<file path="src/rtl/snoop_arbiter_if.sv">
// rtl/snoop_arbiter_if.sv - requester command ports and CPU snoop bus for snoop_arbiter
//
// Purpose: bundles both requester handshakes and the snoop port so the
// arbiter and its environment share one definition of widths and directions.
//
// Signals:
//   rN_req/rN_op/rN_d   requester N command (level request, op code, address/data)
//   rN_ack/rN_q         one-cycle completion pulse and read data for requester N
//   snoopa/snoopd       snoop address and write data
//   snoopq              snoop read data
//   snoopp/snoopm       program / data memory write strobes
//   busy/grant          arbiter activity and index of the requester being served
//
// Modports: slave = arbiter side, master = requester/memory side.

interface snoop_arbiter_if #(
  parameter int ADDR_W = 8,
  parameter int DATA_W = 8
);
  logic              r0_req;
  logic [1:0]        r0_op;
  logic [DATA_W-1:0] r0_d;
  logic              r0_ack;
  logic [DATA_W-1:0] r0_q;

  logic              r1_req;
  logic [1:0]        r1_op;
  logic [DATA_W-1:0] r1_d;
  logic              r1_ack;
  logic [DATA_W-1:0] r1_q;

  logic [ADDR_W-1:0] snoopa;
  logic [DATA_W-1:0] snoopd;
  logic [DATA_W-1:0] snoopq;
  logic              snoopp;
  logic              snoopm;
  logic              busy;
  logic              grant;

  modport slave (
    input  r0_req, r0_op, r0_d, r1_req, r1_op, r1_d, snoopq,
    output r0_ack, r0_q, r1_ack, r1_q, snoopa, snoopd, snoopp, snoopm, busy, grant
  );

  modport master (
    output r0_req, r0_op, r0_d, r1_req, r1_op, r1_d, snoopq,
    input  r0_ack, r0_q, r1_ack, r1_q, snoopa, snoopd, snoopp, snoopm, busy, grant
  );
endinterface

</file>
<file path="src/rtl/snoop_arbiter.sv">
// rtl/snoop_arbiter.sv - shares the CPU snoop port between the SPI and boot-loader requesters
//
// Purpose: accepts commands from two requesters, each with a private
// auto-incrementing address register, and sequences every access onto the
// snoop port: address setup, a one-cycle write strobe or a read-latency wait,
// then a one-cycle ack to the served requester.
//
// Ports:
//   clk    snoop clock (clk_main domain), all logic on posedge
//   reset  synchronous, active-low
//   bus    snoop_arbiter_if.slave: r0_*/r1_* command handshakes, snoop bus,
//          busy and grant status
//
// Parameters: ADDR_W (address width, wraps modulo 2^ADDR_W), DATA_W (data
// width), READ_LAT (1..15 clocks from snoopa stable to snoopq valid).
//
// Build option: define SNOOP_ARB_FIXED_PRIO_EN for fixed priority
// (requester 0 always wins a tie); default is round-robin.

module snoop_arbiter #(
  parameter int ADDR_W   = 8,
  parameter int DATA_W   = 8,
  parameter int READ_LAT = 2
) (
  input  logic            clk,
  input  logic            reset,
  snoop_arbiter_if.slave  bus
);

  typedef enum logic [2:0] {IDLE, SETUP, STROBE, WAIT, DONE} state_t;

  localparam logic [1:0]        OP_SETA = 2'b00;
  localparam logic [1:0]        OP_PROG = 2'b01;
  localparam logic [1:0]        OP_READ = 2'b10;
  localparam logic [1:0]        OP_MEMW = 2'b11;
  localparam logic [3:0]        LAT     = 4'(READ_LAT);
  localparam logic [ADDR_W-1:0] ONE_A   = ADDR_W'(1);

  state_t            state, state_nxt;
  logic              grant_r;
  logic [1:0]        op_r;
  logic [DATA_W-1:0] d_r;
  logic [ADDR_W-1:0] addr_r [2];
  logic [3:0]        cnt;
  logic [ADDR_W-1:0] snoopa_r;
  logic [DATA_W-1:0] snoopd_r;
  logic              snoopp_r, snoopm_r;
  logic [DATA_W-1:0] q0_r, q1_r;

  logic              any_req;
  logic              winner;
  logic [1:0]        sel_op;
  logic [DATA_W-1:0] sel_d;

  assign any_req = bus.r0_req | bus.r1_req;

`ifdef SNOOP_ARB_FIXED_PRIO_EN
  // Requester 0 wins whenever it asks; requester 1 may starve.
  assign winner = !bus.r0_req;
`else
  // last_r starts at 1 so requester 0 wins the first tie after reset.
  logic last_r;
  assign winner = (bus.r0_req && bus.r1_req) ? !last_r : bus.r1_req;
`endif

  assign sel_op = winner ? bus.r1_op : bus.r0_op;
  assign sel_d  = winner ? bus.r1_d  : bus.r0_d;

  always_ff @(posedge clk) begin
    if (!reset) state <= IDLE;
    else        state <= state_nxt;
  end

  always_comb begin
    state_nxt = state;
    case (state)
      IDLE:    if (any_req) state_nxt = SETUP;
      SETUP: begin
        case (op_r)
          OP_SETA: state_nxt = DONE;
          OP_READ: state_nxt = WAIT;
          default: state_nxt = STROBE;
        endcase
      end
      STROBE:  state_nxt = DONE;
      WAIT:    if (cnt == 4'd1) state_nxt = DONE;
      DONE:    state_nxt = IDLE;
      default: state_nxt = IDLE;
    endcase
  end

  always_ff @(posedge clk) begin
    if (!reset) begin
      grant_r   <= 1'b0;
      op_r      <= OP_SETA;
      d_r       <= '0;
      addr_r[0] <= '0;
      addr_r[1] <= '0;
      cnt       <= '0;
      snoopa_r  <= '0;
      snoopd_r  <= '0;
      snoopp_r  <= 1'b0;
      snoopm_r  <= 1'b0;
      q0_r      <= '0;
      q1_r      <= '0;
`ifndef SNOOP_ARB_FIXED_PRIO_EN
      last_r    <= 1'b1;
`endif
    end else begin
      case (state)
        IDLE: begin
          // Only the accepting edge samples op/d; snoopa/snoopd otherwise hold.
          if (any_req) begin
            grant_r  <= winner;
            op_r     <= sel_op;
            d_r      <= sel_d;
            snoopa_r <= addr_r[winner];
            snoopd_r <= sel_d;
          end
        end
        SETUP: begin
          case (op_r)
            OP_SETA: addr_r[grant_r] <= ADDR_W'(d_r);
            OP_PROG: snoopp_r <= 1'b1;
            OP_MEMW: snoopm_r <= 1'b1;
            default: cnt <= LAT;
          endcase
        end
        STROBE: begin
          snoopp_r        <= 1'b0;
          snoopm_r        <= 1'b0;
          addr_r[grant_r] <= addr_r[grant_r] + ONE_A;
        end
        WAIT: begin
          cnt <= cnt - 4'd1;
          // cnt counts down from READ_LAT, so this is the last WAIT cycle.
          if (cnt == 4'd1) begin
            if (grant_r) q1_r <= bus.snoopq;
            else         q0_r <= bus.snoopq;
            addr_r[grant_r] <= addr_r[grant_r] + ONE_A;
          end
        end
        DONE: begin
`ifndef SNOOP_ARB_FIXED_PRIO_EN
          last_r <= grant_r;
`endif
        end
        default: ;
      endcase
    end
  end

  assign bus.r0_ack = (state == DONE) && !grant_r;
  assign bus.r1_ack = (state == DONE) &&  grant_r;
  assign bus.r0_q   = q0_r;
  assign bus.r1_q   = q1_r;
  assign bus.snoopa = snoopa_r;
  assign bus.snoopd = snoopd_r;
  assign bus.snoopp = snoopp_r;
  assign bus.snoopm = snoopm_r;
  assign bus.busy   = (state != IDLE);
  assign bus.grant  = grant_r;

endmodule

</file>
<file path="src/flat_wrapper.sv">
// flat-port wrapper written by rule: the top's interface ports become plain ports
module snoop_arbiter_flat 
#(
  parameter int ADDR_W   = 8,
  parameter int DATA_W   = 8,
  parameter int READ_LAT = 2
)
  (clk, reset, bus_r0_req, bus_r0_op, bus_r0_d, bus_r1_req, bus_r1_op, bus_r1_d, bus_snoopq, bus_r0_ack, bus_r0_q, bus_r1_ack, bus_r1_q, bus_snoopa, bus_snoopd, bus_snoopp, bus_snoopm, bus_busy, bus_grant);
  snoop_arbiter_if #(.ADDR_W(ADDR_W), .DATA_W(DATA_W)) bus_i ();
  input  logic clk;
  input  logic reset;
  input wire logic [$bits(bus_i.r0_req)-1:0] bus_r0_req;
  input wire logic [$bits(bus_i.r0_op)-1:0] bus_r0_op;
  input wire logic [$bits(bus_i.r0_d)-1:0] bus_r0_d;
  input wire logic [$bits(bus_i.r1_req)-1:0] bus_r1_req;
  input wire logic [$bits(bus_i.r1_op)-1:0] bus_r1_op;
  input wire logic [$bits(bus_i.r1_d)-1:0] bus_r1_d;
  input wire logic [$bits(bus_i.snoopq)-1:0] bus_snoopq;
  output wire logic [$bits(bus_i.r0_ack)-1:0] bus_r0_ack;
  output wire logic [$bits(bus_i.r0_q)-1:0] bus_r0_q;
  output wire logic [$bits(bus_i.r1_ack)-1:0] bus_r1_ack;
  output wire logic [$bits(bus_i.r1_q)-1:0] bus_r1_q;
  output wire logic [$bits(bus_i.snoopa)-1:0] bus_snoopa;
  output wire logic [$bits(bus_i.snoopd)-1:0] bus_snoopd;
  output wire logic [$bits(bus_i.snoopp)-1:0] bus_snoopp;
  output wire logic [$bits(bus_i.snoopm)-1:0] bus_snoopm;
  output wire logic [$bits(bus_i.busy)-1:0] bus_busy;
  output wire logic [$bits(bus_i.grant)-1:0] bus_grant;
  assign bus_i.r0_req = bus_r0_req;
  assign bus_i.r0_op = bus_r0_op;
  assign bus_i.r0_d = bus_r0_d;
  assign bus_i.r1_req = bus_r1_req;
  assign bus_i.r1_op = bus_r1_op;
  assign bus_i.r1_d = bus_r1_d;
  assign bus_i.snoopq = bus_snoopq;
  assign bus_r0_ack = bus_i.r0_ack;
  assign bus_r0_q = bus_i.r0_q;
  assign bus_r1_ack = bus_i.r1_ack;
  assign bus_r1_q = bus_i.r1_q;
  assign bus_snoopa = bus_i.snoopa;
  assign bus_snoopd = bus_i.snoopd;
  assign bus_snoopp = bus_i.snoopp;
  assign bus_snoopm = bus_i.snoopm;
  assign bus_busy = bus_i.busy;
  assign bus_grant = bus_i.grant;
  snoop_arbiter #(.ADDR_W(ADDR_W), .DATA_W(DATA_W), .READ_LAT(READ_LAT)) u_core (.clk(clk), .reset(reset), .bus(bus_i));
endmodule
</file>
<file path="config.mk">
export PLATFORM = sky130hd
export DESIGN_NAME = snoop_arbiter_flat
export DESIGN_NICKNAME = d
export VERILOG_FILES = /design/src/rtl/snoop_arbiter_if.sv /design/src/rtl/snoop_arbiter.sv /design/src/flat_wrapper.sv
export SDC_FILE = /design/constraint.sdc
export NUM_CORES = 1
export LEC_CHECK = 0
export BUFFER_PORTS_ARGS = -buffer_cell sky130_fd_sc_hd__buf_2
export CELL_PAD_IN_SITES_DETAIL_PLACEMENT = 1
export CELL_PAD_IN_SITES_GLOBAL_PLACEMENT = 2
export CORE_ASPECT_RATIO = 1.2
export CORE_UTILIZATION = 35
export DETAILED_ROUTE_END_ITERATION = 10
export GPL_ROUTABILITY_DRIVEN = 0
export HOLD_SLACK_MARGIN = 0.12
export PLACE_DENSITY_LB_ADDON = 0.1
export SLEW_MARGIN = 20
export SYNTH_ARGS = -nofsm -noshare
export SYNTH_HDL_FRONTEND = slang
export SYNTH_SLANG_ARGS = --single-unit
</file>
<file path="constraint.sdc">
create_clock -name clk -period 3 [get_ports clk]
set_input_delay 0.6 -clock clk [delete_from_list [all_inputs] [get_ports clk]]
set_output_delay 0.6 -clock clk [all_outputs]
set_load 0.02 [all_outputs]
</file>
==> Yosys cells after proc, flatten, opt, wreduce, memory -nomap -nowiden <==
Memory sizes are Yosys's and may differ from the RTL's. A register that Yosys moved wholly into a read port is not among the register bits.
Index checks and enable logic that the tools add are counted.
{ "classes": {"n_mul": 0, "n_reduce_logical": 20, "bitwise": 4, "n_addsub": 2, "shift": 0, "eq_ne": 13, "n_mux": 32, "div_mod_pow": 0, "order_cmp": 0} }
{ "op_table": {"columns": ["op", "n"], "rows": [
  ["$mux W8", 4],
  ["$mux W1", 19],
  ["$pmux W3 S4", 1],
  ["$reduce_and A2 Y1", 5],
  ["$add A8 B1 Y8 const B", 1],
  ["$pmux W4 S2", 1],
  ["$reduce_or A8 Y1", 1],
  ["$eq A3 B2 Y1 const B", 2],
  ["$mux W3", 2],
  ["$ne A2 B1 Y1 const B", 3],
  ["$pmux W3 S2", 1],
  ["$reduce_and A3 Y1", 2],
  ["$eq A2 B2 Y1 const B", 2],
  ["$eq A4 B1 Y1 const B", 1],
  ["$mux W4", 1],
  ["$ne A2 B2 Y1 const B", 2],
  ["$pmux W1 S2", 2],
  ["$reduce_bool A2 Y1", 2],
  ["$sub A4 B1 Y4 const B", 1],
  ["$eq A3 B1 Y1 const B", 1],
  ["$eq A3 B3 Y1 const B", 1],
  ["$logic_and A1 B1 Y1", 3],
  ["$logic_not A1 Y1", 3],
  ["$logic_not A3 Y1", 1],
  ["other kinds (7)", 9]
]} }
{ "totals": {"in_bits": 32, "elab_cells": 82, "memories": 1, "rom_bits": 0, "output_inout_bits": 38, "latch_bits": 0, "ramBits": 16, "regBits": 37} }
{ "memory_table": {"columns": ["memory", "depth", "width", "rd", "rd_ports_with_merged_regs", "wr", "line", "rtl"], "rows": [
  ["u_core.addr_r", 2, 8, 2, 2, 2, "snoop_arbiter.sv:43", "logic [ADDR_W-1:0] addr_r [2];"]
]} }

==> Logic depth before layout (Yosys ltp) <==
Gate-level depths: netlist (run 1).
{ "depth": {"ltp_word": 9, "ltp_mapped": 8, "mapped_depth_nobuf": 6} }

==> Least setup slack after synthesis (run 1) <==
No wires, ideal clock.
{ "synth_timing": {"kind": "input-to-reg", "startpoint": "input port reset", "endpoint": "memory u_core.addr_r[1][0] (enable)", "required_time_ns": 2.671, "n_path_buf": 1, "slack_ns": 0.878, "stages": 5, "arrival_ns": 1.793, "setup_time_ns": 0.329, "cell_sequence": "clkbuf_1 nand3b_1 a21oi_4 o21ai_1 nand2_1"} }
{ "synth_rtl": {"columns": ["item", "line", "rtl"], "rows": [
  ["start, declared", "flat_wrapper.sv:11", "input logic reset;"],
  ["end, declared", "snoop_arbiter.sv:43", null]
]} }

==> results.py, run 1 <==
metrics = {
    "clocking": {
        "cts_made_buffers": 9,
        "cts_setup_buffers": 0,
        "cts_tree": "yes",
        "cts_hold_buf": 0,
        "cts.reportedPaths.clkPinSlew_ns": 0.08,
        "clk_latency_ns": 0.35,
        "cts.sinks": 62,
        "cts_resized": 0,
        "cts.path.max_buffers": 2,
        "cts-htree-levels": 3,
        "root_buffer": "clkbuf_8",
    },
    "sta": {
        "relSlewSlack_pct": 47.6,
        "final.setup.tns_ns": 0,
        "worstMarginPinSlew_ns": 0.781,
        "setup_violations": 0,
        "rsz0062_at_grt": "false",
        "fin_skew_ns": 0.0133,
        "maxSlewViolCount": 0,
        "finalCriticalPeriod_ns": 2.51,
        "min_period_over_period_pct": 83.6,
        "hold_violations": 0,
        "max_freq_mhz": 399,
    },
    "finish": {
        "drive_gt1_share_pct": 27.5,
        "postLayoutCellArea_um2": 3560,
        "layout_common_cells": "buf_2 (69), nor2_1 (49), dfxtp_1 (46)",
        "final_nets": 394,
        "register_area_um2": 1400,
        "n_antenna_cell": 0,
        "multi_input_area_um2": 1440,
        "area_growth_pct": 20.8,
        "fillers": 963,
        "layout_commonest_cell": "buf_2",
    },
    "global_routing": {
        "grt_use_met3_pct": 4.24,
        "grt_max_degree": 37,
        "antenna_found_initial": 0,
        "first_global_vias": 2546,
        "grt_pass1_wl_mm": 13.4,
        "track_usage_pct": 20.3,
        "grt_use_met1_pct": 22.6,
        "grt.busiest_layer": "met2",
        "grt_use_met2_pct": 37.4,
        "overflow": 0,
    },
    "synth": {
        "synth.avg_cell_area_um2": 10.1,
        "ys_warn_count": 0,
        "synth_fp_nets": 328,
        "synth.distinct_cells": 46,
        "synth_edf_count": 16,
        "ys_seq_elements": 62,
        "async_reset_ff_share_pct": 0,
        "synth_flop_cell": "dfxtp_1",
        "synth_area_um2": 2950,
        "seq_area_frac_synth_pct": 47.5,
        "syn_inst": 293,
    },
    "floorplan": {
        "dieArea_um2": 8800,
        "die_x_um": 85.8,
        "dieHeight_um": 103,
        "ios": 70,
        "core_area_um2": 8150,
        "std_cell_rows": 36,
        "start_util_pct": 36.2,
    },
    "power_and_ir_drop": {
        "powerDensity_nw_per_um2": 600,
        "pwr-share-seq_pct": 47.9,
        "irDropWorstVdd_v": 0.000284,
        "power.internal_uw": 1410,
        "p_switching_uw": 733,
        "p_leak_uw": 0.00145,
        "p_sw_share_pct": 34.2,
        "p_clk_share_pct": 31.0,
        "combPwrFrac_pct": 21.1,
    },
    "worst_hold_path": {
        "hold_path_class": "flip-flop to flip-flop",
        "worstHoldPathCells": 2,
        "hold_start": "u_core.bus.snoopp",
        "whs_endpoint": "u_core.bus.snoopp",
    },
    "setup_path": {
        "required_ns": 3.08,
        "end_kind": "flip-flop",
        "max_stage_delay_ns": 0.81,
        "cp_cell_sequence": "mux2_2, ha_1, nand4_1, a22oi_1, mux2i_1, a21oi_1",
        "critPathSlowestCell": "dfxtp_1",
        "r2r-end": "u_core.addr_r[1][6]",
        "crit_type": "flip-flop to flip-flop",
        "start_kind": "flip-flop",
        "cp.arrival_ns": 2.59,
        "crit_fanout": 20,
        "r2r_cells": 6,
        "reg2reg_slack_ns": 0.49,
    },
    "drt": {
        "dr.first_iter.drc_count": 96,
        "wirelength_mm": 8.14,
        "via_per_inst": 5.09,
        "dr_total_vias": 2435,
        "antenna_left": 0,
        "wl_per_cell_um": 17.0,
        "first_pass_iters": 4,
        "drcViolationCount": 0,
    },
    "outcome": {
        "status": "finished clean",
    },
    "job": {
        "maxCapViolations": 0,
    },
    "placement": {
        "placed_area_um2": 3390,
        "port_buffers": 69,
        "dp_hpwl_mm": 6.09,
    },
}
-- worst max path at each step --
stage / from / endpoint / slack [ns]
floorplan: reset / u_core.addr_r[1][0] / 0.88
global placement: flip-flop / u_core.addr_r[1][6] / 0.66
detailed placement: flip-flop / u_core.addr_r[1][6] / 0.54
CTS: flip-flop / u_core.addr_r[1][6] / 0.52
global route: flip-flop / u_core.addr_r[1][6] / 0.28
finish: flip-flop / u_core.addr_r[1][6] / 0.49
-- state kept, by name, indices dropped and copies added (netlist names), named ones only --
| signal | cells |
|---|---|
| u_core.bus.r0_q | 8 |
| u_core.bus.snoopm | 1 |
| u_core.bus.grant | 1 |
| u_core.bus.snoopa | 8 |
| u_core.bus.r1_q | 8 |
| u_core.bus.snoopp | 1 |
| u_core.last_r | 1 |
| u_core.cnt | 4 |
| u_core.addr_r | 16 |
| u_core.state | 3 |
| u_core.op_r | 2 |
| u_core.d_r | 8 |
-- per-layer routing --
metal,part of all wire [%],up-vias
met5,0,-
met4,2.6,0
met3,3.4,14
met2,53,43
met1,41,1171
li1,-,1207
-- power by group through the flow --
| stage | registers, µW | logic (µW) | clock network, µW |
|---|---|---|---|
| after floorplan | 1060 | 275 | 0 |
| after global placement | 1040 | 449 | 0 |
| after detailed placement | 1050 | 456 | 0 |
| after CTS | 1030 | 457 | 688 |
| after global routing | 1040 | 500 | 721 |
| final | 1020 | 451 | 664 |
-- worst max-delay path, delay by kind of cell (launching register included) --
| kind | cells | cell delay, ns |
|---|---|---|
| multiplexers | 2 | 0.62 |
| AND/OR/NAND/NOR | 1 | 0.17 |
| adder cells (fa/ha/maj) | 1 | 0.21 |
| AO/OA/AOI/OAI | 2 | 0.42 |
| flip-flops | 1 | 0.81 |
-- synthesized netlist by cell type (all sizes together) (2+ instances only) --
| master | count | area [µm²] |
|---|---|---|
| a211oi | 25 | 188 |
| a21o | 2 | 22.5 |
| a21oi | 11 | 66.3 |
| a22oi | 3 | 22.5 |
| and3 | 2 | 13.8 |
| buf | 10 | 56.3 |
| clkbuf | 9 | 33.8 |
| dfxtp | 46 | 921 |
| edfxtp | 16 | 480 |
| ha | 3 | 37.5 |
| inv | 4 | 15.0 |
| mux2 | 4 | 45.0 |
| mux2i | 44 | 440 |
| nand2 | 11 | 41.3 |
| nand3 | 10 | 50.1 |
| nand3b | 5 | 37.5 |
| nand4 | 5 | 31.3 |
| nand4b | 4 | 35.0 |
| nor2 | 49 | 184 |
| nor3 | 3 | 26.3 |
| o21a | 2 | 15.0 |
| o21ai | 5 | 25.0 |
| or4 | 2 | 15.0 |
| xnor2 | 2 | 17.5 |
-- logic make-up (layout without fill, tap and decap cells) --
| kind of cell | count (synthesis) | after routing | synth area share, % |
|---|---|---|---|
| xor+xnor | 3 | 3 | 0.891 |
| compound gates | 55 | 55 | 13.4 |
| buf+inv | 24 | 95 | 3.69 |
| mux | 48 | 48 | 16.5 |
| fa+ha+maj | 3 | 3 | 1.27 |
| flops | 62 | 62 | 47.5 |
| simple gates | 98 | 98 | 16.8 |
-- final cells by class --
| type | instances | share of cell area (%) |
|---|---|---|
| multi-input cells | 207 | 40.5 |
| clock buffers | 9 | 3.48 |
| inverters | 5 | 0.527 |
| clock inverters | 7 | 1.40 |
| well taps | 114 | 4.00 |
| flip-flops and latches | 62 | 39.3 |
| repair buffers | 74 | 10.7 |
-- metrics by stage --
| step | util [%] | hold WS (ns) | instances | power, µW | worst slack (ns) |
|---|---|---|---|---|---|
| final | 43.7 | 0.475 | 478 | 2140 | 0.491 |
| after global routing | 43.7 | 0.502 | 478 | 2260 | 0.283 |
| after CTS | 43.7 | 0.482 | 478 | 2170 | 0.519 |
| after detailed placement | 41.6 | 0.474 | 462 | 1500 | 0.538 |
| after global placement | 41.6 | 0.460 | 462 | 1490 | 0.663 |
| after floorplan | - | 0.430 | 293 | 1330 | 0.878 |
Power figures use the tool's default switching activity.
==> run 2: changes to the inputs <==
--- a/config.mk
+++ b/config.mk
@@ -5,11 +5,12 @@
 export SDC_FILE = /design/constraint.sdc
 export NUM_CORES = 1
 export LEC_CHECK = 0
+export ABC_AREA = 1
 export BUFFER_PORTS_ARGS = -buffer_cell sky130_fd_sc_hd__buf_2
 export CELL_PAD_IN_SITES_DETAIL_PLACEMENT = 1
 export CELL_PAD_IN_SITES_GLOBAL_PLACEMENT = 2
 export CORE_ASPECT_RATIO = 1.2
-export CORE_UTILIZATION = 35
+export CORE_UTILIZATION = 29
 export DETAILED_ROUTE_END_ITERATION = 10
 export GPL_ROUTABILITY_DRIVEN = 0
 export HOLD_SLACK_MARGIN = 0.12
==> constraint.sdc (replaced) <==
create_clock -name clk -period 2.34 [get_ports clk]
set_input_delay 0.468 -clock clk [delete_from_list [all_inputs] [get_ports clk]]
set_output_delay 0.468 -clock clk [all_outputs]
set_load 0.02 [all_outputs]
==> results.py, run 2 <==
metrics = {
    "setup_path": {
        "critPathSlowestCell": "dfxtp_2",
        "cp_top_family": "compound AO/OA/AOI/OAI gates",
        "r2r_cells": 7,
        "crit_buf_inv": 1,
        "required_ns": 2.44,
        "crit_top_cell": "o21ai_1",
        "end_kind": "flip-flop",
        "start_kind": "flip-flop",
        "cp.arrival_ns": 2.16,
        "r2r-end": "u_core.addr_r[0][2]",
        "max_stage_delay_ns": 0.47,
        "reg2reg_slack_ns": 0.28,
        "crit_type": "flip-flop to flip-flop",
        "crit_fanout": 10,
        "cp_cell_sequence": "inv_2, o21ai_1, ha_1, a21boi_0, o21ai_0, o21ai_1, nor2_1",
    },
    "placement": {
        "placed_area_um2": 3260,
        "dp_slack_ns": 0.164,
        "dp_hpwl_mm": 5.69,
        "port_buffers": 69,
    },
    "clocking": {
        "cts.reportedPaths.clkPinSlew_ns": 0.07,
        "cts_setup_buffers": 0,
        "cts.path.max_buffers": 2,
        "cts_made_buffers": 9,
        "cts.sinks": 62,
        "cts_hold_buf": 0,
        "root_buffer": "clkbuf_8",
        "cts-htree-levels": 3,
        "cts_tree": "yes",
        "cts_resized": 0,
        "clk_latency_ns": 0.36,
    },
    "sta": {
        "worstMarginPinSlew_ns": 0.395,
        "max_freq_mhz": 487,
        "maxSlewViolCount": 0,
        "min_period_over_period_pct": 87.8,
        "relSlewSlack_pct": 73.5,
        "setup_violations": 0,
        "final.setup.worst_slack_ns": 0.285,
        "final.setup.tns_ns": 0,
        "fin_skew_ns": 0.0130,
        "hold_violations": 0,
        "rsz0062_at_grt": "false",
        "finalCriticalPeriod_ns": 2.06,
    },
    "synth": {
        "synth_edf_count": 16,
        "netlist.area_leader.share_pct": 33.1,
        "synth_commonest_cells": "nand2_1 (83), nor2_1 (62), dfxtp_1 (46)",
        "ys_warn_count": 0,
        "synth_compound_gate_area_share_pct": 17.0,
        "synthMuxAreaShare_pct": 0,
        "synth.avg_cell_area_um2": 7.76,
        "synth_flop_cell": "dfxtp_1",
        "synth_xor_area_share_pct": 0.314,
        "synth.distinct_cells": 33,
        "async_reset_ff_share_pct": 0,
        "synth_simple_gate_area_share_pct": 25.5,
        "synth_largest_area_cell": "dfxtp_1",
        "yosysMostFrequentCell": "nand2_1",
        "synth_fp_nets": 394,
        "ys_seq_elements": 62,
        "synth_area_um2": 2790,
        "seq_area_frac_synth_pct": 50.3,
        "synthTopCellsByArea": "dfxtp_1 (33%), edfxtp_1 (17%), nand2_1 (11%)",
        "syn_inst": 359,
        "synth-adder-area-share_pct": 1.35,
        "synth_top_family_by_area": "simple AND/OR/NAND/NOR gates",
    },
    "worst_hold_path": {
        "worstHoldPathCells": 3,
        "whs_endpoint": "u_core.d_r[5]",
        "hold_path_class": "input port to flip-flop",
        "hold_start": "bus_r1_d[5]",
    },
    "global_routing": {
        "overflow": 0,
        "grt_max_degree": 41,
        "antenna_found_initial": 0,
        "track_usage_pct": 17.4,
        "grt_pass1_wl_mm": 13.3,
        "first_global_vias": 2694,
    },
    "finish": {
        "area_growth_pct": 23.0,
        "largest_register_ffs": 16,
        "fillers": 1159,
        "multi_input_area_um2": 1230,
        "layout_common_cells": "nand2_1 (83), buf_2 (69), nor2_1 (61)",
        "final_nets": 466,
        "layout_commonest_cell": "nand2_1",
        "regMostFlops": "u_core.addr_r",
        "register_area_um2": 1400,
        "drive_gt1_share_pct": 24.5,
        "n_antenna_cell": 0,
        "postLayoutCellArea_um2": 3420,
    },
    "power_and_ir_drop": {
        "irDropWorstVdd_v": 0.000281,
        "p_leak_uw": 0.00148,
        "powerDensity_nw_per_um2": 912,
    },
    "floorplan": {
        "core_area_um2": 9180,
        "dieArea_um2": 10000,
        "std_cell_rows": 38,
        "ios": 70,
        "die_x_um": 91.5,
        "dieHeight_um": 109,
        "start_util_pct": 30.4,
    },
    "drt": {
        "wl_per_cell_um": 14.4,
        "drcViolationCount": 0,
        "dr_total_vias": 2648,
        "wirelength_mm": 7.98,
        "antenna_left": 0,
        "dr.first_iter.drc_count": 89,
        "first_pass_iters": 4,
        "via_per_inst": 4.76,
    },
    "outcome": {
        "status": "finished clean",
    },
    "job": {
        "maxCapViolations": 0,
    },
}
==> run 2: how the worst max path moves through the flow <==
stage,startpoint,to,cells after the start
2_1_floorplan,u_core.state[0],u_core.addr_r[1][0],6
3_3_place_gp,flip-flop,u_core.addr_r[1][2],7
3_5_place_dp,flip-flop,u_core.addr_r[1][2],7
4_1_cts,flip-flop,u_core.addr_r[1][2],7
5_1_grt,flip-flop,u_core.addr_r[1][2],7
6_report,flip-flop,u_core.addr_r[0][2],7
==> run 2: through the flow <==
stage	total power, µW	utilization (%)	hold WS [ns]	instances
finish	3120	37.3	0.376	556
global placement	2300	35.5	0.454	540
global route	3350	37.3	0.383	556
CTS	3170	37.3	0.363	556
detailed placement	2320	35.5	0.462	540
floorplan	2010	-	0.437	359
==> run 2: cells by family (layout without fill, tap and decap cells) <==
| group | Yosys count | in the layout |
|---|---|---|
| AND/OR/NAND/NOR | 171 | 171 |
| AO/OA/AOI/OAI | 84 | 84 |
| flip-flops | 62 | 62 |
| buffers and inverters | 38 | 115 |
| adder cells (fa/ha/maj) | 3 | 3 |
| XOR/XNOR | 1 | 1 |
==> run 2: power by group <==
| group | internal [µW] | total, µW | switching (µW) |
|---|---|---|---|
| clock network | 409 | 838 | 429 |
| registers | 1260 | 1400 | 134 |
| logic | 284 | 887 | 603 |
| total | 1960 | 3120 | 1170 |
==> run 2: per-layer routing <==
layer  vias up  global-route usage, %  part of all wire (%)  wire length, µm
met5         -                      0                     0                0
met4         0                   8.84                   2.1              170
met3        13                   3.04                   4.4              348
met2        68                   27.7                    45             3600
met1      1226                   22.8                    48             3860
li1       1341                      -                     -                -
==> run 2: worst min-delay path, delay by kind of cell <==
| family | cells | cell delay (ns) |
|---|---|---|
| compound gates | 1 | 0.07 |
| buf+inv | 1 | 0.09 |
| simple gates | 1 | 0.05 |
==> run 2: cell type report <==
| class | count | area share (%) |
|---|---|---|
| sequential | 62 | 41.0 |
| multi-input combinational | 259 | 36.0 |
| timing repair buffer | 73 | 11.0 |
| clock buffer | 12 | 4.24 |
| inverter | 26 | 2.85 |
| clock inverter | 4 | 0.621 |
| tap | 120 | 4.38 |
